$ cat config.mk
export PLATFORM = sky130hd
export DESIGN_NAME = onn_seq_ctrl
export DESIGN_NICKNAME = d
export VERILOG_FILES = /design/src/rtl/onn_pkg.sv /design/src/rtl/onn_seq_ctrl.sv
export SDC_FILE = /design/constraint.sdc
export NUM_CORES = 1
export LEC_CHECK = 0
export CORE_ASPECT_RATIO = 1.1
export CORE_MARGIN = 2
export CORE_UTILIZATION = 30
export CTS_BUF_LIST = sky130_fd_sc_hd__clkbuf_4 sky130_fd_sc_hd__clkbuf_8
export CTS_CLUSTER_DIAMETER = 150
export DETAILED_ROUTE_END_ITERATION = 10
export PLACE_DENSITY = 0.89
export REMOVE_ABC_BUFFERS = 1
export SLEW_MARGIN = 0
export SYNTH_ARGS = -nofsm -noshare
export SYNTH_HDL_FRONTEND = slang
export SYNTH_SLANG_ARGS = --single-unit
$ cat constraint.sdc
create_clock -name sclk -period 2.77 [get_ports sclk]
set_input_delay 0.277 -clock sclk [delete_from_list [all_inputs] [get_ports sclk]]
set_output_delay 0.277 -clock sclk [all_outputs]
set_load 0.01 [all_outputs]
$ cat src/rtl/onn_pkg.sv
// rtl/onn_pkg.sv - shared state encoding and default parameters for the ONN sequencer
package onn_pkg;

  localparam int ONN_N               = 210;
  localparam int ONN_LOAD_PER_NEURON = 4;
  localparam int ONN_SETTLE          = 17;
  localparam int ONN_MAX_ITER        = 255;
  localparam int ONN_STABLE_CHECKS   = 1;

  typedef enum logic [2:0] {
    ST_IDLE   = 3'd0,
    ST_LOAD   = 3'd1,
    ST_INIT   = 3'd2,
    ST_UPDATE = 3'd3,
    ST_SETTLE = 3'd4,
    ST_CHECK  = 3'd5,
    ST_DONE   = 3'd6,
    ST_FAIL   = 3'd7
  } onn_state_t;

  // IDLE, DONE and FAIL are the resting states; everything else is an active run.
  function automatic logic onn_is_busy(onn_state_t s);
    return !(s == ST_IDLE || s == ST_DONE || s == ST_FAIL);
  endfunction

endpackage

$ cat src/rtl/onn_seq_ctrl.sv
// rtl/onn_seq_ctrl.sv - load / init / update / settle / check sequencer for an oscillator network
module onn_seq_ctrl
  import onn_pkg::*;
#(
  parameter int N               = ONN_N,
  parameter int LOAD_PER_NEURON = ONN_LOAD_PER_NEURON,
  parameter int SETTLE          = ONN_SETTLE,
  parameter int MAX_ITER        = ONN_MAX_ITER,
  parameter int STABLE_CHECKS   = ONN_STABLE_CHECKS
) (
  input  logic                                        sclk,
  input  logic                                        re,
  input  logic                                        load,
  input  logic                                        abort,
  input  logic [N-1:0]                                state_changed,
  output logic                                        re_n,
  output logic                                        drop,
  output logic                                        state_cheak,
  output logic                                        phi_to_no,
  output logic                                        timeout,
  output logic                                        busy,
  output logic [$clog2(N*LOAD_PER_NEURON+1)-1:0]      load_cnt,
  output logic [$clog2(MAX_ITER+1)-1:0]               iter_cnt
);

  localparam int LOAD_W   = $clog2(N*LOAD_PER_NEURON+1);
  localparam int ITER_W   = $clog2(MAX_ITER+1);
  localparam int SETTLE_W = (SETTLE < 1) ? 1 : $clog2(SETTLE+1);

  localparam logic [LOAD_W-1:0]   LOAD_LAST     = LOAD_W'(N*LOAD_PER_NEURON);
  localparam logic [ITER_W-1:0]   ITER_LAST     = ITER_W'(MAX_ITER);
  localparam logic [SETTLE_W-1:0] SETTLE_LAST   = SETTLE_W'(SETTLE);
  localparam logic [3:0]          STABLE_TARGET = 4'(STABLE_CHECKS);

  onn_state_t            state_q, state_d;
  logic [SETTLE_W-1:0]   settle_cnt;
  logic [3:0]            stable_q, stable_d;
  logic                  any_changed;

  assign any_changed = |state_changed;

  // State register; reset wins over everything else.
  always_ff @(posedge sclk) begin
    if (re) state_q <= ST_IDLE;
    else    state_q <= state_d;
  end

  // Next-state and stable-run bookkeeping; abort overrides any transition.
  always_comb begin
    state_d  = state_q;
    stable_d = stable_q;
    case (state_q)
      ST_IDLE:   if (load) state_d = ST_LOAD;
      ST_LOAD:   if (load_cnt == LOAD_LAST) state_d = ST_INIT;
      ST_INIT:   state_d = ST_UPDATE;
      ST_UPDATE: state_d = (SETTLE == 0) ? ST_CHECK : ST_SETTLE;
      ST_SETTLE: if (settle_cnt == SETTLE_LAST) state_d = ST_CHECK;
      ST_CHECK: begin
        if (any_changed) stable_d = '0;
        else             stable_d = stable_q + 4'd1;
        // Convergence is judged before the iteration limit, so the last allowed
        // check can still end in DONE.
        if (!any_changed && stable_d == STABLE_TARGET) state_d = ST_DONE;
        else if (iter_cnt == ITER_LAST)                state_d = ST_FAIL;
        else                                           state_d = ST_UPDATE;
      end
      ST_DONE, ST_FAIL: begin
        if (load) begin
          state_d  = ST_LOAD;
          stable_d = '0;
        end
      end
      default:   state_d = ST_IDLE;
    endcase
    if (abort) begin
      state_d  = ST_IDLE;
      stable_d = '0;
    end
  end

  // Counters follow the state being entered so they line up with the registered outputs.
  always_ff @(posedge sclk) begin
    if (re) begin
      load_cnt   <= '0;
      iter_cnt   <= '0;
      settle_cnt <= '0;
      stable_q   <= '0;
    end else begin
      stable_q <= stable_d;

      if (state_d == ST_IDLE) begin
        load_cnt <= '0;
      end else if (state_d == ST_LOAD) begin
        if (state_q != ST_LOAD)        load_cnt <= LOAD_W'(1);
        else if (load_cnt != LOAD_LAST) load_cnt <= load_cnt + LOAD_W'(1);
      end

      if (state_d == ST_IDLE || state_d == ST_LOAD) begin
        iter_cnt <= '0;
      end else if (state_d == ST_UPDATE && iter_cnt != ITER_LAST) begin
        iter_cnt <= iter_cnt + ITER_W'(1);
      end

      if (state_d != ST_SETTLE)      settle_cnt <= '0;
      else if (state_q != ST_SETTLE) settle_cnt <= SETTLE_W'(1);
      else if (settle_cnt != SETTLE_LAST) settle_cnt <= settle_cnt + SETTLE_W'(1);
    end
  end

  // Registered pulse and flag outputs decoded from the state being entered.
  always_ff @(posedge sclk) begin
    if (re) begin
      re_n        <= 1'b0;
      drop        <= 1'b0;
      state_cheak <= 1'b0;
      phi_to_no   <= 1'b0;
      timeout     <= 1'b0;
      busy        <= 1'b0;
    end else begin
      re_n        <= (state_d == ST_UPDATE);
      drop        <= (state_d == ST_INIT);
      state_cheak <= (state_d == ST_CHECK);
      phi_to_no   <= (state_d == ST_DONE);
      timeout     <= (state_d == ST_FAIL);
      busy        <= onn_is_busy(state_d);
    end
  end

endmodule

[Yosys cells after proc, flatten, opt, wreduce, memory -nomap -nowiden]
Index checks and enable logic that the tools add are counted.
Operators by class
  add/subtract/negate cells: 4
  mux-type cells: 15
  reduce and logical (&&, ||, !) cells: 22
  equality and inequality tests: 24
Operators with widths (number)
  OR reduction 210 bit: 1
  equality test 3 bit (second input constant): 7
  2-to-1 mux 10 bit: 2
  2-to-1 mux 3 bit: 6
  one-hot mux 3 bit (6 select lines): 1
  equality test 3 x 2 -> 1 bit (second input constant): 4
  2-to-1 mux 4 bit: 3
  adder 10 x 1 -> 10 bit (second input constant): 1
  equality test 10 bit (second input constant): 1
  != test 10 bit (second input constant): 1
  OR reduction 2 bit: 5
  adder 8 x 1 -> 8 bit (second input constant): 1
  equality test 8 bit (second input constant): 1
  != test 8 bit (second input constant): 1
  one-hot mux 4 bit (2 select lines): 1
  equality test 3 x 1 -> 1 bit (second input constant): 2
  zero test 3 bit: 2
  != test 3 bit (second input constant): 2
  nonzero test 2 bit: 3
  OR reduction 3 bit: 2
  adder 5 x 1 -> 5 bit (second input constant): 1
  equality test 5 bit (second input constant): 1
  != test 5 bit (second input constant): 1
  adder 4 x 1 -> 4 bit (second input constant): 1
  other kinds (8): 14
Storage, ports and cells
  flip-flop bits (word level): 36
  output and inout port bits: 24
  bits of input ports: 214
  logic and storage cells: 77

[Logic depth before layout (Yosys ltp)]
  depth after elaboration: 12
  depth in mapped cells: 10
  mapped depth without buffers: 9

[Least setup slack after synthesis]
No wires, ideal clock.
  kind: flip-flop to flip-flop
  start point: register load_cnt[4]
  end point: register iter_cnt[5]
  arrival time: 2.443 ns
  clock period less this slack: 2.513 ns
  path slack: 0.257 ns
  cell stages (with the launch flop): 9
  data required time: 2.700 ns
  setup time: 0.070 ns
  buffers on the path: 1
  cell sequence: dfxtp_1 buf_6 nor4b_1 and3_2 o21ai_2 or4_1 or3_1 or3_1 a21oi_1
On the way
  word-level cells in the longest chain between the ends: 7
  elaborated cells on any way between the ends: 10
  classes of those cells: eq/ne: 3; mux: 3; reduce/logical: 4
RTL lines
  from (decl): line onn_seq_ctrl.sv:22  | output logic [$clog2(N*LOAD_PER_NEURON+1)-1:0] load_cnt,
  from (signal assigned): line onn_seq_ctrl.sv:95  | else if (load_cnt != LOAD_LAST) load_cnt <= load_cnt + LOAD_W'(1);
  equality test 10 bit (*): line onn_seq_ctrl.sv:54  | ST_LOAD: if (load_cnt == LOAD_LAST) state_d = ST_INIT;
  2-to-1 mux 3 bit (*): line onn_seq_ctrl.sv:54
  one-hot mux 3 bit (6 select lines) (*): line onn_seq_ctrl.sv:52  | case (state_q)
  2-to-1 mux 3 bit (*): line onn_seq_ctrl.sv:75  | if (abort) begin
  equality test 3 x 1 -> 1 bit or zero test 3 bit (tied branches): line onn_seq_ctrl.sv:98  | if (state_d == ST_IDLE || state_d == ST_LOAD) begin
  logical OR 1 bit: line onn_seq_ctrl.sv:98
  OR reduction 2 bit (no line)
  to (signal assigned): line onn_seq_ctrl.sv:101  | iter_cnt <= iter_cnt + ITER_W'(1);
  to (decl): line onn_seq_ctrl.sv:23  | output logic [$clog2(MAX_ITER+1)-1:0] iter_cnt
Mark *: on every way between the ends. The rest lies on a longest branch, timed or not.
A chain may end at the register's enable or synchronous reset.

[Worst setup path after layout]
  start point: input state_changed[89]
  end point: register stable_q[3]
On the way
  word-level cells in the longest chain between the ends: 4
RTL lines
  from (decl): line onn_seq_ctrl.sv:15  | input logic [N-1:0] state_changed,
  OR reduction 210 bit: line onn_seq_ctrl.sv:40  | assign any_changed = |state_changed;
  2-to-1 mux 4 bit: line onn_seq_ctrl.sv:59  | if (any_changed) stable_d = '0;
  2-to-1 mux 4 bit: line onn_seq_ctrl.sv:52
  one-hot mux 4 bit (2 select lines): line onn_seq_ctrl.sv:52
  to (signal assigned): line onn_seq_ctrl.sv:89  | stable_q <= stable_d;
  to (decl): line onn_seq_ctrl.sv:37  | logic [3:0] stable_q, stable_d;
Every way passes these cells. The select of a mux whose other input is x is not followed.

==> impl_metrics.csv <==
group,metric,value,unit
run_status,status,"completed",
timing,rsz0062_at_grt,"no",
synth,synth_top_area_frac,0.306,
timing,relSlewSlack,0.541,
route,drt-wirelength-per-cell,18.0,µm
route,ant_nets,0,
timing,finalCritPeriodShare,0.961,
power_and_ir_drop,clockPowerShare,0.336,
cells_and_area,drive_above_1_share,0.0633,
global_route,first_global_vias,3708,
setup_path,critical_path_arrival,2.82,ns
route,firstDrtPassIters,4,
cells_and_area,multi_input_area,1570,µm²
power_and_ir_drop,swShare,0.210,
timing,tightest_slew,0.686,ns
flow_run,maxCapViolCount,0,
cells_and_area,area_growth,116,%
setup_path,path_buf_inv,1,
clocking,cts_tree,"built",
global_route,grt_pass1_wl,17700,µm
route,drcViolationCount,0,
synth,syn_avg_cell_area,7.81,µm²
setup_path,cpMostUsedCell,"nor4_1",
clocking,htree_levels,2,
global_route,grt_max_degree,17,
power_and_ir_drop,power_density,273,nW/µm²
synth,syn_area,2350,µm²
cells_and_area,fillers,617,
place,dpl.hpwl,10200,µm
timing,period_needed,2.66,ns
timing,finalClockSkew,0.00599,ns
synth,yosysUniqueCellTypes,50,
floorplanning,die_y,96.9,µm
clocking,cts_root_buf,"clkbuf_8",
clocking,cts-buffers-inserted,5,
place,placed_cell_area,4950,µm²
synth,synth_top_area_cell,"dfxtp_1",
floorplanning,initial_core_util,0.313,
setup_path,cp_cell_sequence,"clkdlybuf4s50_1 > nor4_1 > nand4_1 > nor4_1 > nand3_1 > and4b_1 > a41oi_1 > a2111oi_0",
timing,fmaxAchievable,376,MHz
power_and_ir_drop,peakVddDrop,0.271,mV
global_route,overflow,0,
floorplanning,fp.dieW,88.4,µm
cells_and_area,seqCellArea,721,µm²
place,port_buffers,237,
route,drt_iter0_markers,217,
timing,finalSetupViolCount,0,
synth,yosysMostFrequentCell,"nor4_1",
synth,synth_edf_count,0,
cells_and_area,stdcell_area,5090,µm²
power_and_ir_drop,leakage,1.68,nW
setup_path,cp-end-kind,"flip-flop",
cells_and_area,post-route-util,0.677,
timing,hold_viol,0,
synth,synth_top_cells_by_count,"59 x nor4_1, 36 x dfxtp_1, 20 x a21oi_1, 19 x nor2_1, 16 x o21ai_0",
floorplanning,fp.dieArea,8570,µm²
power_and_ir_drop,combinationalPowerShare,0.286,
route,vias,3578,
setup_path,max_stage_delay,0.49,ns
global_route,use_met2,0.481,
setup_path,cp_max_fo,5,
setup_path,setup.worst_path.start_class,"input pin",
floorplanning,core,7510,µm²
worst_hold_path,hold_path.class,"reg2reg",
route,via_per_inst,5.40,
synth,yosys_warnings,0,
clocking,clockBufferDepth,2,
route,routed_wl,11900,µm
global_route,grt_antenna_before_repair,6,
setup_path,crit_family,"simple AND/OR/NAND/NOR gates",
synth,seq_area_frac_synth,0.306,
power_and_ir_drop,p_sw,0.292,mW
synth,synthCells,301,
power_and_ir_drop,power_frac_seq,0.378,
global_route,gr-usage-met1,0.274,
clocking,cts_sinks,36,
cells_and_area,fin_nets,772,
floorplanning,rows,33,
setup_path,cp_slowest_cell,"nor4_1",
global_route,grt_busiest_layer,"met2",
power_and_ir_drop,p_int,1.10,mW
place,gp_congestion,0.887,
clocking,clkLatencyLatePin,0.29,ns
synth,synth_area_leaders,"dfxtp_1 31%, nor4_1 16%, a21oi_1 4.3%, nand4_1 4.0%, o21ai_0 3.4%",
clocking,clk_pin_slew,0.07,ns
synth,synthArstFlopShare,0,
global_route,globalRouteMet3Util,0.125,
global_route,track_usage,0.267,
synth,synth_ff_type,"dfxtp_1",
floorplanning,pin_count,238,
synth,synth-seq-cells,36,
setup_path,crit_required,2.93,ns
timing,drv_slew,0,
setup_path,critPathKind,"in2reg",
## path summary, 6_finish.rpt
kind,startpoint,end,slack (ns),cells after the start
hold / removal,load_cnt[9],load_cnt[9],0.52,2
setup reg to reg,state_q[1],iter_cnt[5],0.14,7
hold reg to reg,load_cnt[9],load_cnt[9],0.52,2
setup / recovery,state_changed[89],stable_q[3],0.11,8
## final cells by class
cell class              count  share of cell area
well taps                 105              0.0258
flip-flops and latches     36               0.142
diodes                      4             0.00197
inverters                   8             0.00590
repair buffers            255               0.495
multi-input cells         246               0.308
clock buffers               6              0.0150
clock inverters             2             0.00688
## power by group through the flow
stage,clock (mW),combinational (mW),sequential (mW)
floorplan,0,0.0456,0.536
global placement,0,0.390,0.536
detailed placement,0,0.395,0.536
CTS,0.466,0.398,0.524
global route,0.488,0.422,0.525
finish,0.466,0.398,0.524
## stage by stage
stage	hold WS (ns)	instances	setup WS (ns)	TNS, ns	power (mW)
2_1_floorplan	0.349	290	0.129	0	0.582
3_3_place_gp	0.485	650	-0.128	-0.592	0.926
3_5_place_dp	0.499	650	-0.270	-0.550	0.931
4_1_cts	0.509	658	0.0240	0	1.39
5_1_grt	0.523	660	0.0100	0	1.43
6_report	0.516	662	0.108	0	1.39
## cell usage in the layout, fill, tap and decap left out, types with 2 or more instances in the layout
master           netlist  layout
a2111oi_0              2       2
a211oi_1               4       4
a21oi_1               20      20
a31oi_1                2       2
a41oi_1                2       2
and2_1                 4       4
and3_1                 3       3
and4_1                 2       2
buf_4                  0      17
clkbuf_8               0       5
clkdlybuf4s50_1        0     237
dfxtp_1               36      36
diode_2                0       4
ha_1                   6       6
inv_1                  8       8
mux2i_1                2       2
nand2_1               11      11
nand2b_1               4       4
nand3_1               11      11
nand3b_1               3       3
nand4_1               15      15
nand4b_1               3       3
nor2_1                19      18
nor3_1                 8       8
nor4_1                59      58
nor4b_1                3       2
o21a_1                 3       3
o21ai_0               16      16
o31ai_1                5       5
or2_2                  2       2
or3_1                  9       9
or4_1                  6       6
xnor2_1                4       4
xor2_1                 2       2
## cells by family after synthesis
group | share of synthesized area
adder cells (fa/ha/maj) | 0.0319
AND/OR/NAND/NOR | 0.431
XOR/XNOR | 0.0223
buffers and inverters | 0.0346
multiplexers | 0.00851
flip-flops | 0.306
AO/OA/AOI/OAI | 0.165
## layer usage
layer | vias to the layer above | part of all wire | routed length, µm
li1 | 1718 | - | -
met1 | 1622 | 0.36 | 4300
met2 | 215 | 0.49 | 5900
met3 | 19 | 0.13 | 1530
met4 | 4 | 0.014 | 172
met5 | - | 0.0025 | 30
## registers in the layout, summed over array words and instances (netlist names)
signal and flops:
busy 1, iter_cnt 8, settle_cnt 5, state_q 3, drop 1, timeout 1
phi_to_no 1, stable_q 4, re_n 1, load_cnt 10, state_cheak 1
## worst reg2reg max path: stages, from the launching register on
cell and delay [ns]:
dfxtp_1 0.46, or3b_1 0.39, a31oi_2 0.23, o21ai_2 0.10, or4_1 0.56, or3_1 0.37
or3_1 0.31, a21oi_1 0.14
## timing repair
| item | 4_1_cts | 5_1_grt |
|---|---|---|
| gates resized for setup | 0 | 3 |
| endpoints found under the setup margin | 0 | 6 |
| hold buffers | 0 | 0 |
| setup buffers | 0 | 0 |
No activity file was read; power rests on OpenSTA's default activity.
